## src/rtl/multi_debouncer.sv

```systemverilog
// N-channel debouncer: 2-flop synchroniser, stability counter, clean level and rise/fall pulses.
// Optional press-and-hold auto-repeat is built when DEBOUNCER_AUTOREPEAT_EN is defined.
module multi_debouncer #(
    parameter int unsigned      N_CH          = 4,
    parameter int unsigned      STABLE_CYCLES = 200,
    parameter logic [N_CH-1:0]  INIT_VAL      = '0,
    parameter int unsigned      HOLD_CYCLES   = 1000,
    parameter int unsigned      RPT_CYCLES    = 250
) (
    input  logic            clk,
    input  logic            rst_n,
    input  logic            en,
    input  logic [N_CH-1:0] boton,
    output logic [N_CH-1:0] salida,
    output logic [N_CH-1:0] rise,
    output logic [N_CH-1:0] fall,
    output logic [N_CH-1:0] rpt,
    output logic            any_evt
);

    localparam int unsigned CW = $clog2(STABLE_CYCLES + 1);
    localparam logic [CW-1:0] CNT_LAST = CW'(STABLE_CYCLES - 1);

    // Elaboration-time sanity check of the configuration.
    if (N_CH < 1 || STABLE_CYCLES < 1 || HOLD_CYCLES < 1 || RPT_CYCLES < 1) begin : g_bad_param
        $error("multi_debouncer: N_CH, STABLE_CYCLES, HOLD_CYCLES and RPT_CYCLES must all be >= 1");
    end

    logic [N_CH-1:0] s1;
    logic [N_CH-1:0] s2;
    logic [CW-1:0]   cnt_q [N_CH];
    logic [CW-1:0]   cnt_d [N_CH];
    logic [N_CH-1:0] salida_d;
    logic [N_CH-1:0] rise_d;
    logic [N_CH-1:0] fall_d;
    logic [N_CH-1:0] rpt_d;
    logic            any_evt_d;

    // Synchroniser, stability counters, clean level and pulse registers.
    always_ff @(posedge clk or negedge rst_n) begin
        if (!rst_n) begin
            s1      <= INIT_VAL;
            s2      <= INIT_VAL;
            salida  <= INIT_VAL;
            rise    <= '0;
            fall    <= '0;
            rpt     <= '0;
            any_evt <= 1'b0;
            for (int i = 0; i < int'(N_CH); i++) begin
                cnt_q[i] <= '0;
            end
        end else begin
            s1      <= boton;
            s2      <= s1;
            salida  <= salida_d;
            rise    <= rise_d;
            fall    <= fall_d;
            rpt     <= rpt_d;
            any_evt <= any_evt_d;
            for (int i = 0; i < int'(N_CH); i++) begin
                cnt_q[i] <= cnt_d[i];
            end
        end
    end

    // Any sample agreeing with the clean level restarts qualification.
    always_comb begin
        salida_d = salida;
        rise_d   = '0;
        fall_d   = '0;
        for (int i = 0; i < int'(N_CH); i++) begin
            cnt_d[i] = '0;
            if (en && (s2[i] != salida[i])) begin
                if (cnt_q[i] == CNT_LAST) begin
                    salida_d[i] = s2[i];
                    rise_d[i]   = s2[i];
                    fall_d[i]   = ~s2[i];
                end else begin
                    cnt_d[i] = cnt_q[i] + CW'(1);
                end
            end
        end
    end

`ifdef DEBOUNCER_AUTOREPEAT_EN
    localparam int unsigned HMAX = (HOLD_CYCLES > RPT_CYCLES) ? HOLD_CYCLES : RPT_CYCLES;
    localparam int unsigned HW   = $clog2(HMAX + 1);
    localparam logic [HW-1:0] HOLD_LAST = HW'(HOLD_CYCLES - 1);
    localparam logic [HW-1:0] RPT_LAST  = HW'(RPT_CYCLES - 1);

    logic [HW-1:0]   hcnt_q [N_CH];
    logic [HW-1:0]   hcnt_d [N_CH];
    logic [N_CH-1:0] phase_q;
    logic [N_CH-1:0] phase_d;

    // Hold counters: phase 0 waits for the first repeat, phase 1 paces the rest.
    always_ff @(posedge clk or negedge rst_n) begin
        if (!rst_n) begin
            phase_q <= '0;
            for (int i = 0; i < int'(N_CH); i++) begin
                hcnt_q[i] <= '0;
            end
        end else begin
            phase_q <= phase_d;
            for (int i = 0; i < int'(N_CH); i++) begin
                hcnt_q[i] <= hcnt_d[i];
            end
        end
    end

    // The rise edge sees salida still 0, so a repeat can never coincide with rise.
    always_comb begin
        phase_d = phase_q;
        rpt_d   = '0;
        for (int i = 0; i < int'(N_CH); i++) begin
            hcnt_d[i] = hcnt_q[i];
            if (!en || !salida[i] || fall_d[i]) begin
                hcnt_d[i]  = '0;
                phase_d[i] = 1'b0;
            end else if (hcnt_q[i] == (phase_q[i] ? RPT_LAST : HOLD_LAST)) begin
                hcnt_d[i]  = '0;
                phase_d[i] = 1'b1;
                rpt_d[i]   = 1'b1;
            end else begin
                hcnt_d[i] = hcnt_q[i] + HW'(1);
            end
        end
    end
`else
    assign rpt_d = '0;
`endif

    assign any_evt_d = |(rise_d | fall_d | rpt_d);

endmodule

```

## config.mk

```make
export PLATFORM = sky130hd
export DESIGN_NAME = multi_debouncer
export DESIGN_NICKNAME = d
export VERILOG_FILES = /design/src/rtl/multi_debouncer.sv
export SDC_FILE = /design/constraint.sdc
export NUM_CORES = 1
export LEC_CHECK = 0
export ABC_AREA = 1
export CELL_PAD_IN_SITES_DETAIL_PLACEMENT = 0
export CELL_PAD_IN_SITES_GLOBAL_PLACEMENT = 1
export CORE_ASPECT_RATIO = 0.75
export CORE_MARGIN = 2
export CORE_UTILIZATION = 25
export CTS_CLUSTER_DIAMETER = 40
export DETAILED_ROUTE_END_ITERATION = 8
export DONT_BUFFER_PORTS = 1
export HOLD_SLACK_MARGIN = 0.15
export PLACE_DENSITY = 0.52
export SYNTH_ARGS = -nofsm -noshare
export SYNTH_HDL_FRONTEND = slang
export SYNTH_SLANG_ARGS = --single-unit
```

## constraint.sdc

```tcl
create_clock -name clk -period 1.6 [get_ports clk]
set_clock_uncertainty 0.05 [all_clocks]
set_input_delay 0.48 -clock clk [delete_from_list [all_inputs] [get_ports clk]]
set_output_delay 0.48 -clock clk [all_outputs]
set_load 0.02 [all_outputs]
```

## Word-level counts from Yosys, hierarchy flattened

Cells that the tools add are included.

| operators by class | value |
|---|---|
| add/sub/neg operators | 4 |
| bitwise gates (word level) | 5 |
| multiplexer cells | 24 |
| equality and inequality tests | 8 |
| reduce and logical (&&, ||, !) cells | 9 |

Operators with widths:

| cell | count |
|---|---|
| 8-bit 2-to-1 mux | 8 |
| 8-bit by 1-bit adder with 8-bit output (second input constant) | 4 |
| 8-bit == test (second input constant) | 4 |
| 1-bit 2-to-1 mux | 16 |
| 2-bit AND reduction | 4 |
| 1-bit logical AND | 4 |
| 1-bit inequality test | 4 |
| 1-bit NOT | 4 |
| 4-bit bitwise OR | 1 |
| 4-bit OR reduction | 1 |

| storage, ports and cells | value |
|---|---|
| input port bits | 7 |
| bits in registers | 53 |
| logic and storage cells | 63 |

## Depth between registers and ports, before layout

Gate-level depths: netlist (run 1).

| logic depth | value |
|---|---|
| depth after elaboration | 5 |
| depth in mapped cells | 9 |

## Worst setup path before layout (run 1)

Ideal clock, no wire load.

| timing path | value |
|---|---|
| kind | reg-to-reg |
| start | register cnt_q[16] (netlist name) |
| end | register any_evt |
| stages on the path, launching flop included | 10 |
| path buffers | 0 |
| setup time | 116 ps |
| arrival time | 1,069 ps |
| required time | 1,434 ps |
| slack | 365 ps |
| cells stage by stage | dfrtp_1 > ha_1 > nand2_1 > inv_2 > nand2_1 > nor2_2 > nand2_1 > nand2_1 > inv_1 > nand2_1 |

| between the ends | value |
|---|---|
| longest elaborated chain between the ends | 5 |
| elaborated cells on any way between the ends | 7 |
| classes of those cells | eq/ne: 1; mux: 4; bitwise: 1; reduce/logical: 1 |

RTL lines:

| element | line | RTL |
|---|---|---|
| start, declared | 31 | `logic [CW-1:0] cnt_q [N_CH];` |
| start signal, assigned by index | 61 | `cnt_q[i] <= cnt_d[i];` |
| 8-bit == test (*) | 74 | `if (cnt_q[i] == CNT_LAST) begin` |
| 1-bit 2-to-1 mux | 74 |  |
| 1-bit 2-to-1 mux | 73 | `if (en && (s2[i] != salida[i])) begin` |
| 4-bit bitwise OR (*) | 133 | `assign any_evt_d = \|(rise_d \| fall_d \| rpt_d);` |
| 4-bit OR reduction (*) | 133 |  |
| net any_evt_d | 37 | `logic any_evt_d;` |
| end signal, assigned | 59 | `any_evt <= any_evt_d;` |
| end, declared | 18 | `output logic any_evt` |

The timed path passes the listed nets; every way through them passes the cells marked *.
A chain may end at the register's enable or synchronous reset.

## Worst setup path in the final report (run 1)

| timing path | value |
|---|---|
| start | register salida[2] |
| end | output port salida[2] |

RTL lines:

| element | line | RTL |
|---|---|---|
| start, declared | 14 | `output logic [N_CH-1:0] salida,` |
| start signal, assigned | 55 | `salida <= salida_d;` |

No word-level cell between the ends.

==> summary.md, run 1 <==
The flow ran to the end, but the final reports show violations. The final reports fail on hold timing. After detailed routing, the number of remaining DRC violations is 0.

After Yosys synthesis, XOR and XNOR cells account for 2.65% of the synthesized area. For the final routed database, the setup TNS stands at 0 ns. Die boundary height: 87.3 um. The clock slew at the register clock pins of the worst setup and hold paths came out at 0.07 ns. Worst stage delay on the critical path: 0.42 ns. For the number of distinct library cells after synthesis, the log shows 20. Clock tree synthesis selected as its root buffer the cell sky130_fd_sc_hd__clkbuf_16.

The startpoint identified for the worst register-to-register timing path is cnt_q[24]$_DFF_PN0_. The logs give 2 for the number of H-tree levels and 287 for the number of nets in the finished design. Once the clock tree was built, the resizer swapped 0 gates to a different size. The initial antenna violation count was 0. Setup violations remaining at the end of the flow were counted as 0.

Counting flops and latches in the post-synthesis netlist gives 53. For the worst setup path, the data required time is 1.07 ns. Number of global-route vias before repair: 1407. The average instance in the mapped netlist occupies 8.70 um2. The I/O pin count came out at 24. The kind of start point of the critical path was a flip-flop.

STA classifies the critical path endpoint as an output pin. At the end of routability-driven placement, the weighted congestion stood at 0.727. The synthesized netlist occupies a cell area of 2310 um2. The clock buffer count from CTS was 5. After clock tree synthesis, the setup repair step added 0 buffers. Across every metal layer, demand over resource in global routing totals 8.84%.

The run gives 0.394 mV as the worst ir drop on vdd. Summing the areas of all fa, ha and maj instances in the mapped netlist gives 2.16% of the synthesized area. The number of filler cells placed in the layout was 954.

For the final hold violation count, the log shows 53. The run gives 4070 um as the final wirelength. TritonCTS built the clock tree. After floorplanning, the core was divided into 30 placement rows. After layout, the design draws a total of 2.51 mW. The longest clock path from root to sink contains 2 buffers.

The first global-routing pass estimated 6880 um of wire. Detailed-route vias per instance: 4.01. For the first-pass detailed-route iteration total, the log shows 4. The logs give 0 for the reported max-cap violation count and 0 for the total global routing overflow. The logs give 9010 um2 for the placeable core area and 0.29 ns for the clock latency at the later pin of the worst-skew pair. The largest fanout on the critical path came out at 4. The initial cell density of the core is 25.7%, and the sum of buffers and inverters on the critical path is 1. Family of cells with the greatest summed delay on the critical path: flip-flops.

The total power divided by cell area is 959 nW/um2, and the die area is 10000 um2. The shortest period the worst path allows was 1.41 ns; the initial DRC count was 93. The floorplan die width came out at 115 um.

The period utilization works out to 88.3%. The main combinational cell family by area after synthesis was simple AND/OR/NAND/NOR gates. Setup repair after global routing left no endpoint under its margin. For this design, the slowest cell found on the critical path is sky130_fd_sc_hd__dfrtp_1.

Endpoint of the worst-slack reg-to-reg timing path: any_evt$_DFF_PN0_. The total of buffers placed on input and output ports is 0, and the reg-to-reg setup timing slack is 0.23 ns. Summing the areas of all and, or, nand and nor instances in the mapped netlist gives 25.0% of the synthesized area.

The fraction of the mapped netlist area in compound gates works out to 4.92%. The tools report the leakage power summed over all cells as 1.27 nW. The highest attainable clock frequency was 0.708 GHz.

The worst hold path belongs to the class primary input to asynchronous set/reset pin. The growth of design area from synthesis to finish is 13.1%, and the total vias in the final route is 1560. After detailed routing, the average wire length per cell comes to 10.5 um. The maximum number of pins on one net before global-route repair was 54; the share of cells above drive strength 1 was 10.5%. The arrival time of data at the critical path endpoint is 0.88 ns.

The setup path with the least slack is of type flip-flop to output pin. The path depth of the worst reg2reg path works out to 9. Summed over all nets, the half-perimeter wirelength after detailed placement is 2960 um. The final worst hold slack came out at -0.174 ns. The run gives 53 as the number of sinks on the clock net.

Walking the worst path, the cells encountered are buf_4. The post-synthesis cell count is 266. The run gives 0 as the final max-slew violation count. The number of synthesis warnings was 0. The multiplexer fraction of the synthesized cell area came out at 0%. For this run, the register share of the synthesized area comes to 57.3%. For the antenna cell count, the log shows 0. Count of antenna-violating nets left after detailed routing: 0.
[metal layers]
| metal | GRT usage, % | vias up | share of wire (%) |
|---|---|---|---|
| li1 | - | 830 | - |
| met1 | 12.7 | 696 | 54 |
| met2 | 12.5 | 32 | 41 |
| met3 | 3.48 | 2 | 4.8 |
| met4 | 1.97 | 0 | 0.71 |
| met5 | 0 | - | 0 |
[through the flow]
stage / std cells / instance area [um2] / util [%] / hold WS, ns / setup WS (ns)
final: 389 / 2620 / 29.1 / -0.174 / 0.187
after floorplan: 269 / 2320 / - / 0.134 / 0.365
after global placement: 379 / 2450 / 27.2 / 0.136 / 0.219
after global routing: 389 / 2620 / 29.1 / -0.193 / 0.116
after CTS: 387 / 2600 / 28.8 / -0.183 / 0.174
after detailed placement: 379 / 2450 / 27.2 / 0.136 / 0.237
[power by group]
part | internal (mW) | total [mW] | leakage, nW | switching (mW)
registers | 1.36 | 1.37 | 0.718 | 0.0142
logic | 0.0203 | 0.0638 | 0.480 | 0.0434
clock network | 0.583 | 1.07 | 0.0738 | 0.490
[synthesized netlist by cell type]
master                      n  area [um2]
sky130_fd_sc_hd__a21oi_1    5        25.0
sky130_fd_sc_hd__a31oi_1    1        6.26
sky130_fd_sc_hd__buf_4      4        30.0
sky130_fd_sc_hd__conb_1     1        3.75
sky130_fd_sc_hd__dfrtp_1   53        1330
sky130_fd_sc_hd__ha_1       4        50.1
sky130_fd_sc_hd__inv_1     33         124
sky130_fd_sc_hd__inv_2      7        26.3
sky130_fd_sc_hd__nand2_1   49         184
sky130_fd_sc_hd__nand2_2    1        6.26
sky130_fd_sc_hd__nand3_1   11        55.1
sky130_fd_sc_hd__nand4_1    3        18.8
sky130_fd_sc_hd__nor2_1    56         210
sky130_fd_sc_hd__nor2_2     9        56.3
sky130_fd_sc_hd__nor2_4     2        22.5
sky130_fd_sc_hd__nor3_1     5        25.0
sky130_fd_sc_hd__o21ai_0    7        35.0
sky130_fd_sc_hd__o21ai_1    5        25.0
sky130_fd_sc_hd__o21bai_1   3        22.5
sky130_fd_sc_hd__xor2_1     7        61.3
[worst max-delay path by stage]
stage / endpoint / from / cells past startpoint
finish: salida[2] / salida[2]$_DFFE_PN0P_ / 1
global route: cnt_q[17]$_DFF_PN0_ / cnt_q[16]$_DFF_PN0_ / 6
CTS: salida[2] / salida[2]$_DFFE_PN0P_ / 1
detailed placement: any_evt$_DFF_PN0_ / cnt_q[16]$_DFF_PN0_ / 9
global placement: any_evt$_DFF_PN0_ / cnt_q[24]$_DFF_PN0_ / 9
floorplan: any_evt$_DFF_PN0_ / cnt_q[16]$_DFF_PN0_ / 9
[flip-flops by register name, summed over array words and instances (netlist names)]
signal   cells
any_evt      1
cnt_q       32
fall         4
rise         4
s1           4
s2           4
salida       4
[layout by cell type, fill, tap and decap left out, types with 4 or more instances in the layout]
cell type	synthesis	layout
sky130_fd_sc_hd__nor3_1	5	5
sky130_fd_sc_hd__nand3_1	11	11
sky130_fd_sc_hd__nor2_1	56	56
sky130_fd_sc_hd__conb_1	1	4
sky130_fd_sc_hd__a21oi_1	5	5
sky130_fd_sc_hd__ha_1	4	4
sky130_fd_sc_hd__o21ai_1	5	5
sky130_fd_sc_hd__inv_1	33	33
sky130_fd_sc_hd__xor2_1	7	7
sky130_fd_sc_hd__dfrtp_1	53	53
sky130_fd_sc_hd__nand2_1	49	49
sky130_fd_sc_hd__clkbuf_16	0	5
sky130_fd_sc_hd__nor2_2	9	9
sky130_fd_sc_hd__inv_2	7	7
sky130_fd_sc_hd__o21ai_0	7	7
[cell families (layout without fill, tap and decap cells)]
kind of cell,after synthesis,after routing
AND/OR/NAND/NOR,136,136
flip-flops,53,53
buffers and inverters,44,52
AO/OA/AOI/OAI,21,21
XOR/XNOR,7,7
adder cells (fa/ha/maj),4,4
other,1,4
[final cells by class]
type	instances	area [um2]	area share, %
flip-flops and latches	53	1330	50.7
multi-input cells	172	818	31.3
repair buffers	4	35.0	1.34
clock buffers	5	125	4.78
well taps	112	140	5.35
inverters	40	150	5.74
clock inverters	3	22.5	0.860
Power figures use the tool's default switching activity.
==> run 2, diff against run 1 <==
- CORE_MARGIN: 2 -> 3
==> run 2 against run 1 <==
The flow still finishes with violations (hold timing). Critical path type unchanged. Register-to-register slack hardly changed. Combinational power down 4.9%. Power shrank 3.0%. Flip-flop and latch count stayed put.
==> summary.md, run 2 (synthesized netlist as in run 1, its figures left out) <==
The logs give 0.87 ns (was 0.88 ns) for the arrival time of data at the critical path endpoint and 29 (was 30) for the placement row count. The sequential standard cell area is 1330 um2 (unchanged). The logs give 1491 (was 1407) for the number of global-route vias before repair and 1.26 nW (was 1.27 nW) for the leakage power summed over all cells. Ordered cell list for the critical path: buf_4 (unchanged). The clock power share was 41.1% (was 42.8%); the total power divided by cell area was 938 nW/um2 (was 959 nW/um2).

The growth of design area from synthesis to finish is 12.2% (was 13.1%), and the total of buffers placed on input and output ports is 0 (unchanged). The detailed-route vias per instance was 3.87 (was 4.01). The cell internal power dissipation was 1.94 mW (was 1.96 mW). The number of sinks on the clock net was 53 (unchanged); the per-cell routed wire length was 10.9 um (was 10.5 um).

The worst stage delay on the critical path was 0.41 ns (was 0.42 ns). The tools report the kind of capture point of the worst setup path as an output pin (unchanged). Total negative slack: 0 ns (unchanged). The family of cells with the greatest summed delay on the critical path is flip-flops (unchanged). The wire length on met1 is 2310 um (was 2180 um). The number of flip-flops under the largest register name was 32 (unchanged); the final hold violation count was 53 (unchanged).

The placeable core area was 8740 um2 (was 9010 um2). The tools report the wire length of the first global-routing pass as 7200 um (was 6880 um). The share of power burned in combinational logic was 2.5% (about the same). Most frequent cells in the layout: sky130_fd_sc_hd__nor2_1, sky130_fd_sc_hd__dfrtp_1, sky130_fd_sc_hd__nand2_1, sky130_fd_sc_hd__inv_1, sky130_fd_sc_hd__nand3_1 (unchanged).

The share of cells above drive strength 1 works out to 9.89% (was 10.5%). The clock buffer count from CTS is 5 (unchanged), and the fraction of power spent switching nets is 20.5% (was 21.8%). Period utilization: 87.6% (was 88.3%). The total vias in the final route came out at 1535 (was 1560). The flow ran to the end, but the final reports show violations. The number of filler cells placed in the layout was 921 (was 954); the logic depth of the worst path, buffers included was 1 (unchanged). The total of cells resized after clock tree synthesis came out at 0 (unchanged). The run gives 0 (unchanged) as the initial antenna violation count. The number of buffers on the longest clock path is 2 (unchanged).

The I/O pin count is 24 (unchanged), and the post-place setup slack is 0.206 ns (was 0.237 ns). The setup violation total in the final timing report was 0 (unchanged); the total global routing overflow was 0 (unchanged). The setup slack of the critical path after layout is 0.199 ns (was 0.187 ns), and the fraction of power consumed by sequential logic is 56.4% (was 54.7%). The first-pass detailed-route iteration total was 4 (unchanged). The maximum number of pins on one net before global-route repair was 54 (unchanged); the die area was 10500 um2 (was 10000 um2). The total area of multi-input combinational cells came out at 818 um2 (unchanged).

The detailed route wirelength on metal2 was 1800 um (was 1660 um). The clock root buffer is sky130_fd_sc_hd__clkbuf_16 (unchanged). The tools report the antenna cell count as 0 (unchanged). The largest fanout on the critical path came out at 4 (unchanged).

The logs give 0.29 ns (about the same) for the clock latency at the later pin of the worst-skew pair and 3190 um (was 2960 um) for the placed wire-length estimate. The tools report the final wirelength as 4310 um (was 4070 um). The tools report the highest attainable clock frequency as 0.714 GHz (was 0.708 GHz). The clock slew at the register clock pins of the worst setup and hold paths is 0.07 ns (about the same), and the number of H-tree levels is 2 (unchanged). The count of antenna-violating nets left after detailed routing came out at 0 (unchanged). The tools report the worst ir drop on vdd as 0.335 mV (was 0.394 mV). The number of post-CTS setup repair buffers is 0 (unchanged). The master of the slowest instance on the critical path was sky130_fd_sc_hd__dfrtp_1 (unchanged).

The tools report the data required time at the worst endpoint as 1.07 ns (about the same). The reported max-cap violation count came out at 0 (unchanged). Worst min-delay path class: primary input to asynchronous set/reset pin (unchanged). The met3 wire length is 150 um (was 195 um). The leading cell type in the layout, fill and taps excluded was sky130_fd_sc_hd__nor2_1 (unchanged).

The run gives -0.164 ns (was -0.174 ns) as the final worst hold slack. Residual DRC count: 0 (unchanged). The routability-driven placement congestion ratio came out at 0.764 (was 0.727). The initial DRC count was 72 (was 93); the final max-slew violation count was 0 (unchanged). The tools report the kind of start point of the critical path as a flip-flop (unchanged).

Highest routing layer actually used: met4 (unchanged). Register with the highest flop count: cnt_q (unchanged). The type of the setup path with the least slack was flip-flop to output pin (unchanged). The total routing resource utilization after global routing came out at 9.19% (was 8.84%). The sum of buffers and inverters on the critical path is 1 (unchanged), and the number of nets in the finished design is 285 (was 287). TritonCTS built the clock tree. Setup repair after global routing left no endpoint under its margin. The initial cell density of the core came out at 26.5% (was 25.7%). The shortest period the worst path allows came out at 1.40 ns (was 1.41 ns). Violated checks: hold timing (unchanged). Die boundary height: 89.3 um (was 87.3 um). The run gives 0.498 mW (was 0.548 mW) as the net switching power.

The floorplan die width is 117 um (was 115 um), and the path depth of the worst reg2reg path is 8 (was 9).
## run 2: cell count changes in the layout (fill, tap and decap cells not counted)
cell	delta
sky130_fd_sc_hd__clkinv_4	-2
sky130_fd_sc_hd__dlygate4sd3_1	-2
## run 2: path summary, 6_finish.rpt
| kind | endpoint | start | slack (ns) |
|---|---|---|---|
| min in group clk | s1[1]$_DFF_PN0_ | boton[1] | 0.17 |
| hold / removal | fall[0]$_DFF_PN0_ | rst_n | -0.16 |
| setup reg to reg | salida[0]$_DFFE_PN0P_ | cnt_q[24]$_DFF_PN0_ | 0.22 |
| setup / recovery | salida[3] | salida[3]$_DFFE_PN0P_ | 0.20 |
| max in group asynchronous | cnt_q[14]$_DFF_PN0_ | rst_n | 1.55 |
| hold reg to reg | s2[0]$_DFF_PN0_ | s1[0]$_DFF_PN0_ | 0.30 |
## run 2: metrics by stage
step | utilization (%) | area (um2) | instances | total power [mW]
global placement | 28.2 | 2460 | 391 | 1.46
CTS | 29.7 | 2590 | 397 | 2.49
floorplan | - | 2320 | 269 | 1.45
detailed placement | 28.2 | 2460 | 391 | 1.46
finish | 29.7 | 2590 | 397 | 2.43
global route | 29.7 | 2590 | 397 | 2.57
## run 2: power by group through the flow
stage | clock, mW | sequential (mW) | combinational, mW
after floorplan | 0 | 1.39 | 0.0598
after global placement | 0 | 1.40 | 0.0626
after detailed placement | 0 | 1.40 | 0.0612
after CTS | 1.05 | 1.37 | 0.0615
after global routing | 1.12 | 1.38 | 0.0728
final | 1.00 | 1.37 | 0.0607
## run 2: area by class of cell
cell class / count / area share [%]
inverter: 40 / 5.79
sequential: 53 / 51.1
timing repair buffer: 2 / 0.579
clock inverter: 1 / 0.193
clock buffer: 5 / 4.82
multi-input combinational: 172 / 31.5
tap: 124 / 5.98
## run 2: layer usage
metal,track usage [%],vias to the layer above
li1,-,823
met1,13.0,684
met2,13.0,21
met3,3.32,7
met4,3.13,0
met5,0,-
==> run 3, diff against run 2 <==
- clock period: 1.6 -> 1.4 ns (I/O delays scaled with it)
==> run 3 against run 2 <==
The run still ends with hold timing left. Final cell count is 3.0% higher. Clock-buffer cell count up 2. Die area is the same. Critical path type unchanged.
==> summary.md, run 3 (synthesized netlist as in run 1, its figures left out) <==
Final worst hold slack: -0.225 ns (was -0.164 ns). The highest routing layer actually used was met4 (unchanged). The leading cell type in the layout, fill and taps excluded is sky130_fd_sc_hd__nor2_1 (unchanged).

The number of H-tree levels was 2 (unchanged). The clock latency at the later pin of the worst-skew pair is 0.29 ns (about the same), and the detailed-route vias per instance is 3.85 (was 3.87). Ordered cell list for the critical path: buf_4 (unchanged).

The worst path in the final design needs a cycle of 1.36 ns, including I/O delays and setup. Most frequent cells in the layout: sky130_fd_sc_hd__nor2_1, sky130_fd_sc_hd__dfrtp_1, sky130_fd_sc_hd__nand2_1, sky130_fd_sc_hd__inv_1, sky130_fd_sc_hd__nand3_1 (unchanged). The tools report the number of buffers on the longest clock path as 2 (unchanged).

The setup violation total in the final timing report came out at 0 (unchanged). The cell area after placement is 2480 um2 (was 2460 um2). The clock slew at the register clock pins of the worst setup and hold paths is 0.07 ns (about the same), and the final max-slew violation count is 0 (unchanged).

The antenna cell count is 0 (unchanged), and the total routing resource utilization after global routing is 9.43% (was 9.19%). The worst min-delay path class was primary input to asynchronous set/reset pin (unchanged). The floorplan die width is 117 um (unchanged).

The kind of capture point of the worst setup path was an output pin (unchanged). For the first-pass detailed-route iteration total, the log shows 4 (unchanged). The reported max-cap violation count was 0 (unchanged). The largest fanout on the critical path is 4 (unchanged), and the number of flip-flops under the largest register name is 32 (unchanged). The detailed route wirelength on metal2 came out at 1840 um (was 1800 um). The family of cells with the greatest summed delay on the critical path is flip-flops (unchanged).

The clock buffer count from CTS is 5 (unchanged). Wire length on met1: 2460 um (was 2310 um). The worst stage delay on the critical path came out at 0.42 ns (was 0.41 ns). The data required time at the worst endpoint is 0.93 ns (was 1.07 ns). The placement row count was 29 (unchanged); the placed wire-length estimate was 3220 um (was 3190 um). The sum of buffers and inverters on the critical path works out to 1 (unchanged). The run gives 7600 um (was 7200 um) as the wire length of the first global-routing pass.

The logs give 2770 um2 (was 2590 um2) for the finished layout cell area and 4 for the number of buffers added to fix hold violations after cts. Setup repair after global routing could not meet its margin everywhere. The logs give 0 (unchanged) for the count of antenna-violating nets left after detailed routing and 1576 (was 1535) for the total vias in the final route.

The per-cell routed wire length is 11.1 um (was 10.9 um), and the number of nets in the finished design is 296 (was 285). The highest attainable clock frequency is 0.736 GHz. The number of non-filler instances in the completed layout is 409 (was 397). The type of the setup path with the least slack was flip-flop to output pin (unchanged).

The tools report the utilization after layout as 31.6% (was 29.7%). The logs give 24 (unchanged) for the I/O pin count and 26.5% (unchanged) for the initial cell density of the core. The run gives 4530 um (was 4310 um) as the final wirelength. The run finished, with violations left. Master of the slowest instance on the critical path: sky130_fd_sc_hd__dfrtp_1 (unchanged). The share of cells above drive strength 1 is 17.2% (was 9.89%). The growth of design area from synthesis to finish works out to 19.6% (was 12.2%). Kind of start point of the critical path: a flip-flop (unchanged). For the cell count after placement, the log shows 393 (was 391).

Violated checks: hold timing (unchanged). Routability-driven placement congestion ratio: 0.750 (was 0.764). The number of sinks on the clock net came out at 53 (unchanged). TritonCTS built the clock tree. The number of global-route vias before repair was 1524 (was 1491). The logs give 0 (unchanged) for the residual DRC count and 2.87 mW (was 2.43 mW) for the power consumption. Placeable core area: 8740 um2 (unchanged).

The met3 wire length is 195 um (was 150 um), and the initial DRC count is 77 (was 72). The total power divided by cell area was 1040 nW/um2 (was 938 nW/um2). The total of buffers placed on input and output ports is 0 (unchanged), and the maximum number of pins on one net before global-route repair is 54 (unchanged).

The register with the highest flop count was cnt_q (unchanged). The final hold violation count came out at 53 (unchanged). The clock root buffer was sky130_fd_sc_hd__clkbuf_16 (unchanged).

For the arrival time of data at the critical path endpoint, the log shows 0.89 ns (was 0.87 ns). The die boundary height came out at 89.3 um (unchanged). The worst ir drop on vdd is 0.425 mV (was 0.335 mV), and the total global routing overflow is 0 (unchanged). In the finished design, the share of the clock period the worst path needs comes to 97.1%. The die area is 10500 um2 (unchanged), and the leakage power summed over all cells is 1.33 nW (was 1.26 nW).

Initial antenna violation count: 0 (unchanged).
## run 3: final cells by class
| class | instances | area, um2 |
|---|---|---|
| fill | 921 | 5980 |
| sequential | 53 | 1330 |
| multi-input combinational | 172 | 885 |
| tap | 124 | 155 |
| inverter | 40 | 150 |
| clock buffer | 7 | 143 |
| timing repair buffer | 13 | 108 |
## run 3: metrics by stage
stage | setup slack, ns | TNS (ns)
after detailed placement | 0.0289 | 0
after global routing | -0.0114 | -0.0242
after global placement | 0.0304 | 0
after CTS | 0.0210 | 0
after floorplan | 0.165 | 0
final | 0.0409 | 0
## run 3: per-layer routing
| metal | GRT usage [%] | vias to the layer above |
|---|---|---|
| li1 | - | 841 |
| met1 | 13.9 | 705 |
| met2 | 12.9 | 26 |
| met3 | 3.32 | 4 |
| met4 | 2.81 | 0 |
| met5 | 0 | - |
## run 3: path summary, 6_finish.rpt
check	start	end	slack, ns	cells after the start
min in group clk	s1[0]$_DFF_PN0_	s2[0]$_DFF_PN0_	0.30	0
max in group asynchronous	rst_n	cnt_q[15]$_DFF_PN0_	1.43	0
worst max register to register	cnt_q[0]$_DFF_PN0_	any_evt$_DFF_PN0_	0.10	9
worst max-delay path	salida[1]$_DFFE_PN0P_	salida[1]	0.04	1
worst min register to register	s1[0]$_DFF_PN0_	s2[0]$_DFF_PN0_	0.30	0
worst min-delay path	rst_n	s1[0]$_DFF_PN0_	-0.22	0
## run 3: what timing repair did
item	CTS	global route
buffers inserted	0	5
endpoints found under the hold margin	57	53
endpoints found under the setup margin	0	21
resized for setup	0	22
## run 3: where the power goes
group,switching (mW),internal [mW]
Combinational,0.0555,0.0302
Sequential,0.0159,1.55
Clock,0.516,0.703
Total,0.587,2.29
